**src/rtl/fpu_seq_ctrl_if.sv**
```systemverilog
// Decode / FPU / FP-regfile signal bundle for the FPU sequencing controller.
// slave = controller side, master = decode/environment side.
interface fpu_seq_ctrl_if;
  logic        issue_valid;
  logic [3:0]  issue_op;
  logic [4:0]  issue_fd;
  logic [4:0]  issue_fs;
  logic [4:0]  issue_ft;
  logic        issue_ready;
  logic        chk_valid;
  logic [4:0]  chk_reg;
  logic        fpld_valid;
  logic [4:0]  fpld_reg;
  logic [31:0] fpld_data;
  logic        fpu_start;
  logic [3:0]  fpu_op;
  logic [31:0] fpu_result;
  logic        rf_we;
  logic [4:0]  rf_waddr;
  logic [31:0] rf_wdata;
  logic        stall;
  logic        err_illegal;

  modport slave (
    input  issue_valid, issue_op, issue_fd, issue_fs, issue_ft,
    input  chk_valid, chk_reg, fpld_valid, fpld_reg, fpld_data, fpu_result,
    output issue_ready, fpu_start, fpu_op, rf_we, rf_waddr, rf_wdata,
    output stall, err_illegal
  );

  modport master (
    output issue_valid, issue_op, issue_fd, issue_fs, issue_ft,
    output chk_valid, chk_reg, fpld_valid, fpld_reg, fpld_data, fpu_result,
    input  issue_ready, fpu_start, fpu_op, rf_we, rf_waddr, rf_wdata,
    input  stall, err_illegal
  );
endinterface

```
**src/rtl/fpu_seq_ctrl.sv**
```systemverilog
// Multi-cycle FPU issue/sequencing controller with FP regfile write-port arbitration.
// Optional build macro FPU_PERF_CNT_EN adds saturating busy/stall cycle counters.
//
// state | meaning
// IDLE  | ready for a new F-type op
// BUSY  | FPU computing, latency counter running down
// WB    | result waiting for the write port (FP loads have priority)
module fpu_seq_ctrl #(
  parameter int ADDSUB_LAT = 2,
  parameter int MUL_LAT    = 4,
  parameter int DIV_LAT    = 12,
  parameter int UNARY_LAT  = 1,
  parameter int CNT_W      = 4
) (
  input  logic               clk,
  input  logic               reset_n,
  fpu_seq_ctrl_if.slave      bus
`ifdef FPU_PERF_CNT_EN
  ,
  output logic [15:0]        o_perf_busy_cyc,
  output logic [15:0]        o_perf_stall_cyc
`endif
);

  typedef enum logic [1:0] {S_IDLE, S_BUSY, S_WB} state_t;

  state_t             r_state, w_state_nxt;
  logic [CNT_W-1:0]   r_cnt, w_cnt_nxt;
  logic [4:0]         r_dest;
  logic [3:0]         r_op;
  logic               r_start;
  logic               r_err;

  logic               w_legal, w_binary, w_accept, w_busy;
  logic               w_ld_waw, w_ld_wr, w_fpu_wr;
  logic               w_rf_we;
  logic [4:0]         w_rf_waddr;
  logic [31:0]        w_rf_wdata;
  logic               w_stall;

  function automatic logic [CNT_W-1:0] lat_of(input logic [3:0] op);
    case (op)
      4'd0, 4'd1: lat_of = CNT_W'(ADDSUB_LAT - 1);
      4'd2:       lat_of = CNT_W'(MUL_LAT - 1);
      4'd3:       lat_of = CNT_W'(DIV_LAT - 1);
      default:    lat_of = CNT_W'(UNARY_LAT - 1);
    endcase
  endfunction

  assign w_legal  = (bus.issue_op <= 4'd5);
  assign w_binary = (bus.issue_op <= 4'd3);
  assign w_busy   = (r_state != S_IDLE);
  assign w_accept = (r_state == S_IDLE) & bus.issue_valid & w_legal;

  // A load to the pending destination is held upstream (WAW), so it never
  // takes the port; the FPU result is granted whenever no load is writing.
  assign w_ld_waw = bus.fpld_valid & w_busy & (bus.fpld_reg == r_dest);
  assign w_ld_wr  = bus.fpld_valid & ~w_ld_waw;
  assign w_fpu_wr = (r_state == S_WB) & ~w_ld_wr;

  always_comb begin
    w_state_nxt = r_state;
    w_cnt_nxt   = r_cnt;
    w_rf_we     = 1'b0;
    w_rf_waddr  = 5'd0;
    w_rf_wdata  = 32'd0;
    w_stall     = 1'b0;

    case (r_state)
      S_IDLE: begin
        if (w_accept) begin
          w_state_nxt = S_BUSY;
          w_cnt_nxt   = lat_of(bus.issue_op);
        end
      end
      S_BUSY: begin
        if (r_cnt == '0) w_state_nxt = S_WB;
        else             w_cnt_nxt   = r_cnt - 1'b1;
      end
      S_WB: begin
        if (w_fpu_wr) w_state_nxt = S_IDLE;
      end
      default: w_state_nxt = S_IDLE;
    endcase

    if (w_ld_wr) begin
      w_rf_we    = 1'b1;
      w_rf_waddr = bus.fpld_reg;
      w_rf_wdata = bus.fpld_data;
    end else if (w_fpu_wr) begin
      w_rf_we    = 1'b1;
      w_rf_waddr = r_dest;
      w_rf_wdata = bus.fpu_result;
    end

    w_stall = (bus.issue_valid & w_busy)
            | (bus.issue_valid & w_busy &
               ((bus.issue_fs == r_dest) | (w_binary & (bus.issue_ft == r_dest))))
            | (bus.chk_valid & w_busy & (bus.chk_reg == r_dest))
            | w_ld_waw;
  end

  always_ff @(posedge clk or negedge reset_n) begin
    if (!reset_n) begin
      r_state <= S_IDLE;
      r_cnt   <= '0;
      r_dest  <= 5'd0;
      r_op    <= 4'd0;
      r_start <= 1'b0;
      r_err   <= 1'b0;
    end else begin
      r_state <= w_state_nxt;
      r_cnt   <= w_cnt_nxt;
      r_start <= w_accept;
      r_err   <= (r_state == S_IDLE) & bus.issue_valid & ~w_legal;
      if (w_accept) begin
        r_dest <= bus.issue_fd;
        r_op   <= bus.issue_op;
      end
    end
  end

  assign bus.issue_ready = (r_state == S_IDLE);
  assign bus.fpu_start   = r_start;
  assign bus.fpu_op      = r_op;
  assign bus.rf_we       = w_rf_we;
  assign bus.rf_waddr    = w_rf_waddr;
  assign bus.rf_wdata    = w_rf_wdata;
  assign bus.stall       = w_stall;
  assign bus.err_illegal = r_err;

`ifdef FPU_PERF_CNT_EN
  logic [15:0] r_perf_busy, r_perf_stall;

  always_ff @(posedge clk or negedge reset_n) begin
    if (!reset_n) begin
      r_perf_busy  <= 16'd0;
      r_perf_stall <= 16'd0;
    end else begin
      if (w_busy & ~&r_perf_busy)   r_perf_busy  <= r_perf_busy + 16'd1;
      if (w_stall & ~&r_perf_stall) r_perf_stall <= r_perf_stall + 16'd1;
    end
  end

  assign o_perf_busy_cyc  = r_perf_busy;
  assign o_perf_stall_cyc = r_perf_stall;
`endif

endmodule
```
**src/flat_wrapper.sv**
```systemverilog
// flat-port wrapper written by rule: the top's interface ports become plain ports
module fpu_seq_ctrl_flat 
#(
  parameter int ADDSUB_LAT = 2,
  parameter int MUL_LAT    = 4,
  parameter int DIV_LAT    = 12,
  parameter int UNARY_LAT  = 1,
  parameter int CNT_W      = 4
)
  (clk, reset_n, bus_issue_valid, bus_issue_op, bus_issue_fd, bus_issue_fs, bus_issue_ft, bus_chk_valid, bus_chk_reg, bus_fpld_valid, bus_fpld_reg, bus_fpld_data, bus_fpu_result, bus_issue_ready, bus_fpu_start, bus_fpu_op, bus_rf_we, bus_rf_waddr, bus_rf_wdata, bus_stall, bus_err_illegal);
  fpu_seq_ctrl_if bus_i ();
  input  logic clk;
  input  logic reset_n;
  input wire logic [$bits(bus_i.issue_valid)-1:0] bus_issue_valid;
  input wire logic [$bits(bus_i.issue_op)-1:0] bus_issue_op;
  input wire logic [$bits(bus_i.issue_fd)-1:0] bus_issue_fd;
  input wire logic [$bits(bus_i.issue_fs)-1:0] bus_issue_fs;
  input wire logic [$bits(bus_i.issue_ft)-1:0] bus_issue_ft;
  input wire logic [$bits(bus_i.chk_valid)-1:0] bus_chk_valid;
  input wire logic [$bits(bus_i.chk_reg)-1:0] bus_chk_reg;
  input wire logic [$bits(bus_i.fpld_valid)-1:0] bus_fpld_valid;
  input wire logic [$bits(bus_i.fpld_reg)-1:0] bus_fpld_reg;
  input wire logic [$bits(bus_i.fpld_data)-1:0] bus_fpld_data;
  input wire logic [$bits(bus_i.fpu_result)-1:0] bus_fpu_result;
  output wire logic [$bits(bus_i.issue_ready)-1:0] bus_issue_ready;
  output wire logic [$bits(bus_i.fpu_start)-1:0] bus_fpu_start;
  output wire logic [$bits(bus_i.fpu_op)-1:0] bus_fpu_op;
  output wire logic [$bits(bus_i.rf_we)-1:0] bus_rf_we;
  output wire logic [$bits(bus_i.rf_waddr)-1:0] bus_rf_waddr;
  output wire logic [$bits(bus_i.rf_wdata)-1:0] bus_rf_wdata;
  output wire logic [$bits(bus_i.stall)-1:0] bus_stall;
  output wire logic [$bits(bus_i.err_illegal)-1:0] bus_err_illegal;
  assign bus_i.issue_valid = bus_issue_valid;
  assign bus_i.issue_op = bus_issue_op;
  assign bus_i.issue_fd = bus_issue_fd;
  assign bus_i.issue_fs = bus_issue_fs;
  assign bus_i.issue_ft = bus_issue_ft;
  assign bus_i.chk_valid = bus_chk_valid;
  assign bus_i.chk_reg = bus_chk_reg;
  assign bus_i.fpld_valid = bus_fpld_valid;
  assign bus_i.fpld_reg = bus_fpld_reg;
  assign bus_i.fpld_data = bus_fpld_data;
  assign bus_i.fpu_result = bus_fpu_result;
  assign bus_issue_ready = bus_i.issue_ready;
  assign bus_fpu_start = bus_i.fpu_start;
  assign bus_fpu_op = bus_i.fpu_op;
  assign bus_rf_we = bus_i.rf_we;
  assign bus_rf_waddr = bus_i.rf_waddr;
  assign bus_rf_wdata = bus_i.rf_wdata;
  assign bus_stall = bus_i.stall;
  assign bus_err_illegal = bus_i.err_illegal;
  fpu_seq_ctrl #(.ADDSUB_LAT(ADDSUB_LAT), .MUL_LAT(MUL_LAT), .DIV_LAT(DIV_LAT), .UNARY_LAT(UNARY_LAT), .CNT_W(CNT_W)) u_core (.clk(clk), .reset_n(reset_n), .bus(bus_i));
endmodule
```
**config.mk**
```make
export PLATFORM = sky130hd
export DESIGN_NAME = fpu_seq_ctrl_flat
export DESIGN_NICKNAME = d
export VERILOG_FILES = /design/src/rtl/fpu_seq_ctrl_if.sv /design/src/rtl/fpu_seq_ctrl.sv /design/src/flat_wrapper.sv
export SDC_FILE = /design/constraint.sdc
export NUM_CORES = 1
export LEC_CHECK = 0
export ABC_AREA = 1
export CAP_MARGIN = 20
export CORE_ASPECT_RATIO = 1.4
export CORE_MARGIN = 5
export CORE_UTILIZATION = 31
export DETAILED_ROUTE_END_ITERATION = 10
export HOLD_SLACK_MARGIN = 0.02
export PLACE_DENSITY = 0.86
export SYNTH_ARGS = -nofsm -noshare
export SYNTH_HDL_FRONTEND = slang
export SYNTH_SLANG_ARGS = --single-unit
```
**constraint.sdc**
```tcl
create_clock -name clk -period 1.81 [get_ports clk]
set_clock_uncertainty 0.15 [all_clocks]
set_input_delay 0.2715 -clock clk [delete_from_list [all_inputs] [get_ports clk]]
set_output_delay 0.2715 -clock clk [all_outputs]
set_load 0.03 [all_outputs]
```
==> impl_metrics.toml, run 1 <==
[status]
status = "complete, but fails checks"
violations = "negative setup slack"

[finish]
area_delta_synth_final_pct = 141.0
finalInstanceArea_sq_um = 3667
diodes = 0
layout_common_cells = "clkdlybuf4s50_1, nand3_1, nand2_1, buf_6, buf_4"
drive_gt1_frac = 0.3405
nNetsFinal = 520
final_common_cell = "clkdlybuf4s50_1"
instances_no_fill = 484

[setup_path]
crit_path_frequent_cell = "nand2_1"
critPathKind = "reg2out"
cp-startpoint = "u_core.r_dest[4]"
max_stage_delay_ns = 0.42
cp.required_ns = 1.39
startpoint_type = "flop"
cp_max_fo = 8
r2r_start = "u_core.r_dest[4]"
crit_slowest_cell = "dfrtp_1"
crit_chain = "nand2_1 > nand2_2 > nor2_2 > nand3_4 > nand2_8 > clkbuf_16 > nand3_1 > nand2_1 > buf_6"
setup.worst_path.end_class = "output port"
arrival_ns = 1.76

[clock_network]
cts_buffers = 3
cts.clk_slew.worst_paths_ns = 0.06
clock-sinks = 17
clk_latency_ns = 0.25
root_buffer = "clkbuf_8"
htreeDepth = 1
cts_tree = "built"
cts_buffer_depth = 2

[global_routing]
gr-usage-all-layers = 0.1947
grt_max_degree = 29
antenna_found_initial = 0
grt-ovfl-total = 0
grt_pass1_vias = 2286
grt_pass1_wl_mm = 10.42

[flow_run]
drv_cap = 0

[drt]
drt-initial-drc-count = 135
wl_per_cell_microns = 16.52
via_per_inst = 5.062
drcViolationCount = 0
vias = 2450
drt_wl_total_mm = 7.995
ant_nets = 0
dr.pass1.iters = 4

[yosys]
synth_seq_cells = 17
ys_warn_count = 0
syn_inst = 258
ys_seq_area_frac = 0.2796
syn-cell-area_sq_um = 1521
synth.distinct_cells = 20
syn-num-nets = 357
syn_avg_cell_area_sq_um = 5.897

[die]
die_area_sq_um = 6429
io_pins = 144
die_w_microns = 69.21
coreArea_sq_um = 4805
die_h_microns = 92.89
num_rows = 30
initial_utilization = 0.3167

[timing]
max_clock_freq_mhz = 457.7
slew_violations = 0
worstMarginPinSlew_ns = 0.3904
min_period_ns = 2.185
hold_viol = 0
setup_ws_ns = -0.3749
hold-worst-slack_ns = 0.1864
finalSetupTns_ns = -13.11
rsz0062_at_grt = "yes"
relSlewSlack = 0.7370
finalCritPeriodShare = 1.207
setup_viol = 39

[placement]
gp_congestion = 0.8539
dp_hpwl_mm = 5.017
dp.cells = 463
dpl_cell_area_sq_um = 2952
pre_cts_slack_ns = -0.5368
port-buffer-count = 133

[min_path]
hold_class = "in2async"

[power_and_ir_drop]
power.density_nw_per_um2 = 986.2
ir_worst_vdd_v = 0.001020
leakagePower_nw = 1.765
-- through the flow --
step / util / total power [W]
2_1_floorplan: - / 0.001783
3_3_place_gp: 0.6143 / 0.002723
3_5_place_dp: 0.6143 / 0.002766
4_1_cts: 0.6695 / 0.003204
5_1_grt: 0.7633 / 0.003816
6_report: 0.7633 / 0.003617
-- power by group --
group	total, W	switching [W]	internal, W
clock	0.000274	0.000118	0.000156
combinational	0.00269	0.00146	0.00123
sequential	0.000652	0.000117	0.000535
total	0.00362	0.00170	0.00192
-- registers in the layout, summed over array words and instances, names as in the netlist --
register	count
u_core.bus.fpu_start	1
u_core.r_cnt	4
u_core.bus.err_illegal	1
u_core.r_dest	5
u_core.r_state	2
u_core.bus.fpu_op	4
-- cells in the mapped netlist (all sizes together) --
| cell type | number | area share |
|---|---|---|
| clkbuf | 5 | 0.012 |
| buf | 12 | 0.053 |
| o21ai | 15 | 0.049 |
| a21oi | 3 | 0.0099 |
| dfrtp | 17 | 0.28 |
| ha | 1 | 0.0082 |
| inv | 24 | 0.059 |
| nand3 | 82 | 0.27 |
| nand2 | 78 | 0.19 |
| nor2 | 14 | 0.035 |
| xnor2 | 1 | 0.0058 |
| nand4 | 2 | 0.0082 |
| a31oi | 1 | 0.0041 |
| nor3 | 2 | 0.0066 |
| o22ai | 1 | 0.0041 |
-- what timing repair did --
item	in CTS	in global routing
gates cloned	2	7
hold buffers	0	0
endpoints found under the setup margin	39	39
resized for setup	49	64
buffers inserted	2	6
pin swaps	4	18
-- per-layer routing --
metal	part of all wire	global-route usage
met5	0	0
met4	0.018	0.06840
met3	0.061	0.03040
met2	0.55	0.3742
met1	0.37	0.2120
-- final cells by class --
| cell class | instances | area, sq um |
|---|---|---|
| timing repair buffer | 175 | 1877 |
| tap | 64 | 80.08 |
| multi-input combinational | 200 | 1149 |
| fill | 355 | 1137 |
| clock buffer | 4 | 45.04 |
| inverter | 24 | 90.09 |
| sequential | 17 | 426.7 |
-- path summary, 6_finish.rpt --
kind / to / slack (ns) / cells after the start
max in group asynchronous: u_core.r_dest[1] / 1.12 / 2
worst min register to register: u_core.bus.fpu_op[0] / 0.34 / 2
worst min-delay path: u_core.r_dest[4] / 0.19 / 2
worst max-delay path: bus_rf_wdata[13] / -0.37 / 9
min in group clk: u_core.bus.fpu_op[0] / 0.34 / 2
worst max register to register: u_core.r_state[1] / 0.18 / 8
-- worst max-delay path: cells and delay by family, from the launching register on --
kind / cells / cell delay (ns)
buf+inv: 2 / 0.30
flops: 1 / 0.42
simple gates: 7 / 0.80
-- cell families (layout without fill, tap and decap cells) --
group,Yosys count,count (layout),share of synthesized area
AO/OA/AOI/OAI,20,20,0.06744
AND/OR/NAND/NOR,178,178,0.5148
buffers and inverters,41,203,0.1242
adder cells (fa/ha/maj),1,1,0.008222
flip-flops,17,17,0.2796
XOR/XNOR,1,1,0.005758
Note: power is estimated with default switching activity, not from simulation.
==> run 2, diff against run 1 <==
--- a/config.mk
+++ b/config.mk
@@ -9,10 +9,10 @@
 export CAP_MARGIN = 20
 export CORE_ASPECT_RATIO = 1.4
 export CORE_MARGIN = 5
-export CORE_UTILIZATION = 31
+export CORE_UTILIZATION = 33
 export DETAILED_ROUTE_END_ITERATION = 10
 export HOLD_SLACK_MARGIN = 0.02
-export PLACE_DENSITY = 0.86
+export PLACE_DENSITY = 0.91
 export SYNTH_ARGS = -nofsm -noshare
 export SYNTH_HDL_FRONTEND = slang
 export SYNTH_SLANG_ARGS = --single-unit
==> constraint.sdc (replaced) <==
create_clock -name clk -period 2.6 [get_ports clk]
set_clock_uncertainty 0.15 [all_clocks]
set_input_delay 0.39 -clock clk [delete_from_list [all_inputs] [get_ports clk]]
set_output_delay 0.39 -clock clk [all_outputs]
set_load 0.03 [all_outputs]
==> run 2 against run 1 <==
  * The flow now finishes without violations
  * Global-route usage grew 0.23 points
  * Worst hold slack better by 0.15 ns
  * Final area down 21%
  * Wire length shrank 20%
  * Cell count decreased by 7.2%
  * Clock power shrank 28%
  * Non-clock buffer count decreased by 33
  * First-iteration DRC count decreased by 42%
  * Highest routed layer unchanged
==> impl_metrics.toml, run 2 (synthesized netlist as in run 1, its figures left out) <==
[status]
status = "complete, no violations"

[drt]
drt-initial-drc-count = 78
vias = 2221
via_per_inst = 4.947
highest_layer = "met4"
drt_wl_total_mm = 6.376
wl_met1_mm = 2.231
met2_length_mm = 3.290
wl_per_cell_microns = 14.20
dr.pass1.iters = 4
drcViolationCount = 0
ant_nets = 0
wl_met3_microns = 720

[setup_path]
critPathKind = "in2out"
setup.worst_path.end_class = "output port"
r2r_cells = 6
r2r_start = "u_core.r_state[0]"
r2r_slack_ns = 0.93
timing.rr.end = "u_core.bus.fpu_op[2]"
arrival_ns = 1.94
startpoint_type = "primary input"
cp.required_ns = 2.06
cp_max_fo = 11

[timing]
finalCritPeriodShare = 0.9526
min_period_ns = 2.477
relSlewSlack = 0.4897
worstMarginPinSlew_ns = 0.7631
finalSetupTns_ns = 0
hold_viol = 0
setup_ws_ns = 0.1232
setup_viol = 0
max_clock_freq_mhz = 403.7
slew_violations = 0
rsz0062_at_grt = "no"

[clock_network]
cts.clk_slew.worst_paths_ns = 0.06
clock-sinks = 17
cts_tree = "built"
postCtsHoldBufs = 0
clk_latency_ns = 0.25
htreeDepth = 1
cts_setup_buffers = 0
root_buffer = "clkbuf_8"
cts_buffers = 3
cts_buffer_depth = 2

[finish]
layout_common_cells = "clkdlybuf4s50_1, nand3_1, nand2_1, buf_4, inv_1"
nNetsFinal = 487
final_common_cell = "clkdlybuf4s50_1"
area_delta_synth_final_pct = 91.53
drive_gt1_frac = 0.1576
regMostFlops = "u_core.r_dest"
largest_register_ffs = 5
diodes = 0

[placement]
port-buffer-count = 133
gp_congestion = 0.7603
pre_cts_slack_ns = 0.04120
dp_hpwl_mm = 4.938

[global_routing]
grt_pass1_vias = 2233
grt_max_degree = 40
gr-usage-all-layers = 0.1969
antenna_found_initial = 0
grt_pass1_wl_mm = 9.701
grt-ovfl-total = 0

[power_and_ir_drop]
p_total_w = 0.002018
ir_worst_vdd_v = 0.0007014
power.density_nw_per_um2 = 692.6
leakagePower_nw = 1.468

[die]
die_w_microns = 67.39
num_rows = 29
initial_utilization = 0.3382
coreArea_sq_um = 4499
die_h_microns = 90.34
io_pins = 144
die_area_sq_um = 6088

[min_path]
holdPathStages = 2
hold_class = "reg2reg"
min_to = "u_core.bus.fpu_op[0]"
hold_start = "u_core.bus.fpu_op[0]"

[flow_run]
drv_cap = 0
run 2: changes by cell type in the layout (fill, tap and decap cells not counted), sizes merged:
cell	change
buf	-30
clkdlybuf4s50	+7
dlygate4sd2	-5
clkbuf	-4
dlymetal6s2s	-1
run 2: worst max-delay path: stages:
cell,delay (ns)
clkdlybuf4s50_1,0.50
inv_1,0.05
nand2_1,0.05
nand2_1,0.06
nor2_2,0.15
nand3_2,0.13
nand2_4,0.13
buf_12,0.14
nand3_1,0.07
nand2_1,0.09
buf_4,0.17
run 2: stage by stage:
step,std cells,hold WS (ns),utilization,cell area (sq um)
floorplan,258,-0.05559,-,1521
global placement,444,0.3206,0.6215,2796
detailed placement,444,0.3270,0.6215,2796
CTS,448,0.3404,0.6315,2841
global route,449,0.3791,0.6477,2914
finish,449,0.3379,0.6477,2914
run 2: where the power goes:
part	leakage (nW)	internal, W	total [W]	switching (W)
Sequential	0.216	0.000371	0.000463	0.0000927
Clock	0.0228	0.000109	0.000196	0.0000871
Combinational	1.23	0.000550	0.00136	0.000809
run 2: worst max-delay path by stage:
stage | start | to | slack [ns] | cells past startpoint
after floorplan | u_core.r_state[0] | bus_stall | 0.65 | 4
after global placement | bus_fpld_reg[1] | bus_rf_wdata[13] | 0.06 | 11
after detailed placement | bus_fpld_reg[1] | bus_rf_wdata[19] | 0.04 | 11
after CTS | bus_fpld_reg[1] | bus_rf_wdata[19] | 0.03 | 11
after global routing | bus_fpld_reg[1] | bus_rf_wdata[19] | 0.008 | 11
final | bus_fpld_reg[1] | bus_rf_wdata[19] | 0.12 | 11
run 2: final cells by class:
class | count | area (sq um)
Tap cell | 62 | 77.57
Inverter | 24 | 90.09
Sequential cell | 17 | 425.4
Multi-Input combinational cell | 200 | 924.6
Clock buffer | 4 | 45.04
Timing Repair Buffer | 142 | 1351
Fill cell | 417 | 1585
run 2: metal layers:
| metal | GRT usage | vias up |
|---|---|---|
| met3 | 0.05853 | 17 |
| met5 | 0 | - |
| met1 | 0.2031 | 997 |
| li1 | - | 1105 |
| met4 | 0.07107 | 0 |
| met2 | 0.3593 | 102 |
run 2: what timing repair did:
item | 4_1_cts | 5_1_grt
endpoints found under the hold margin | 0 | 0
resized for setup | 0 | 12
endpoints found under the setup margin | 0 | 34
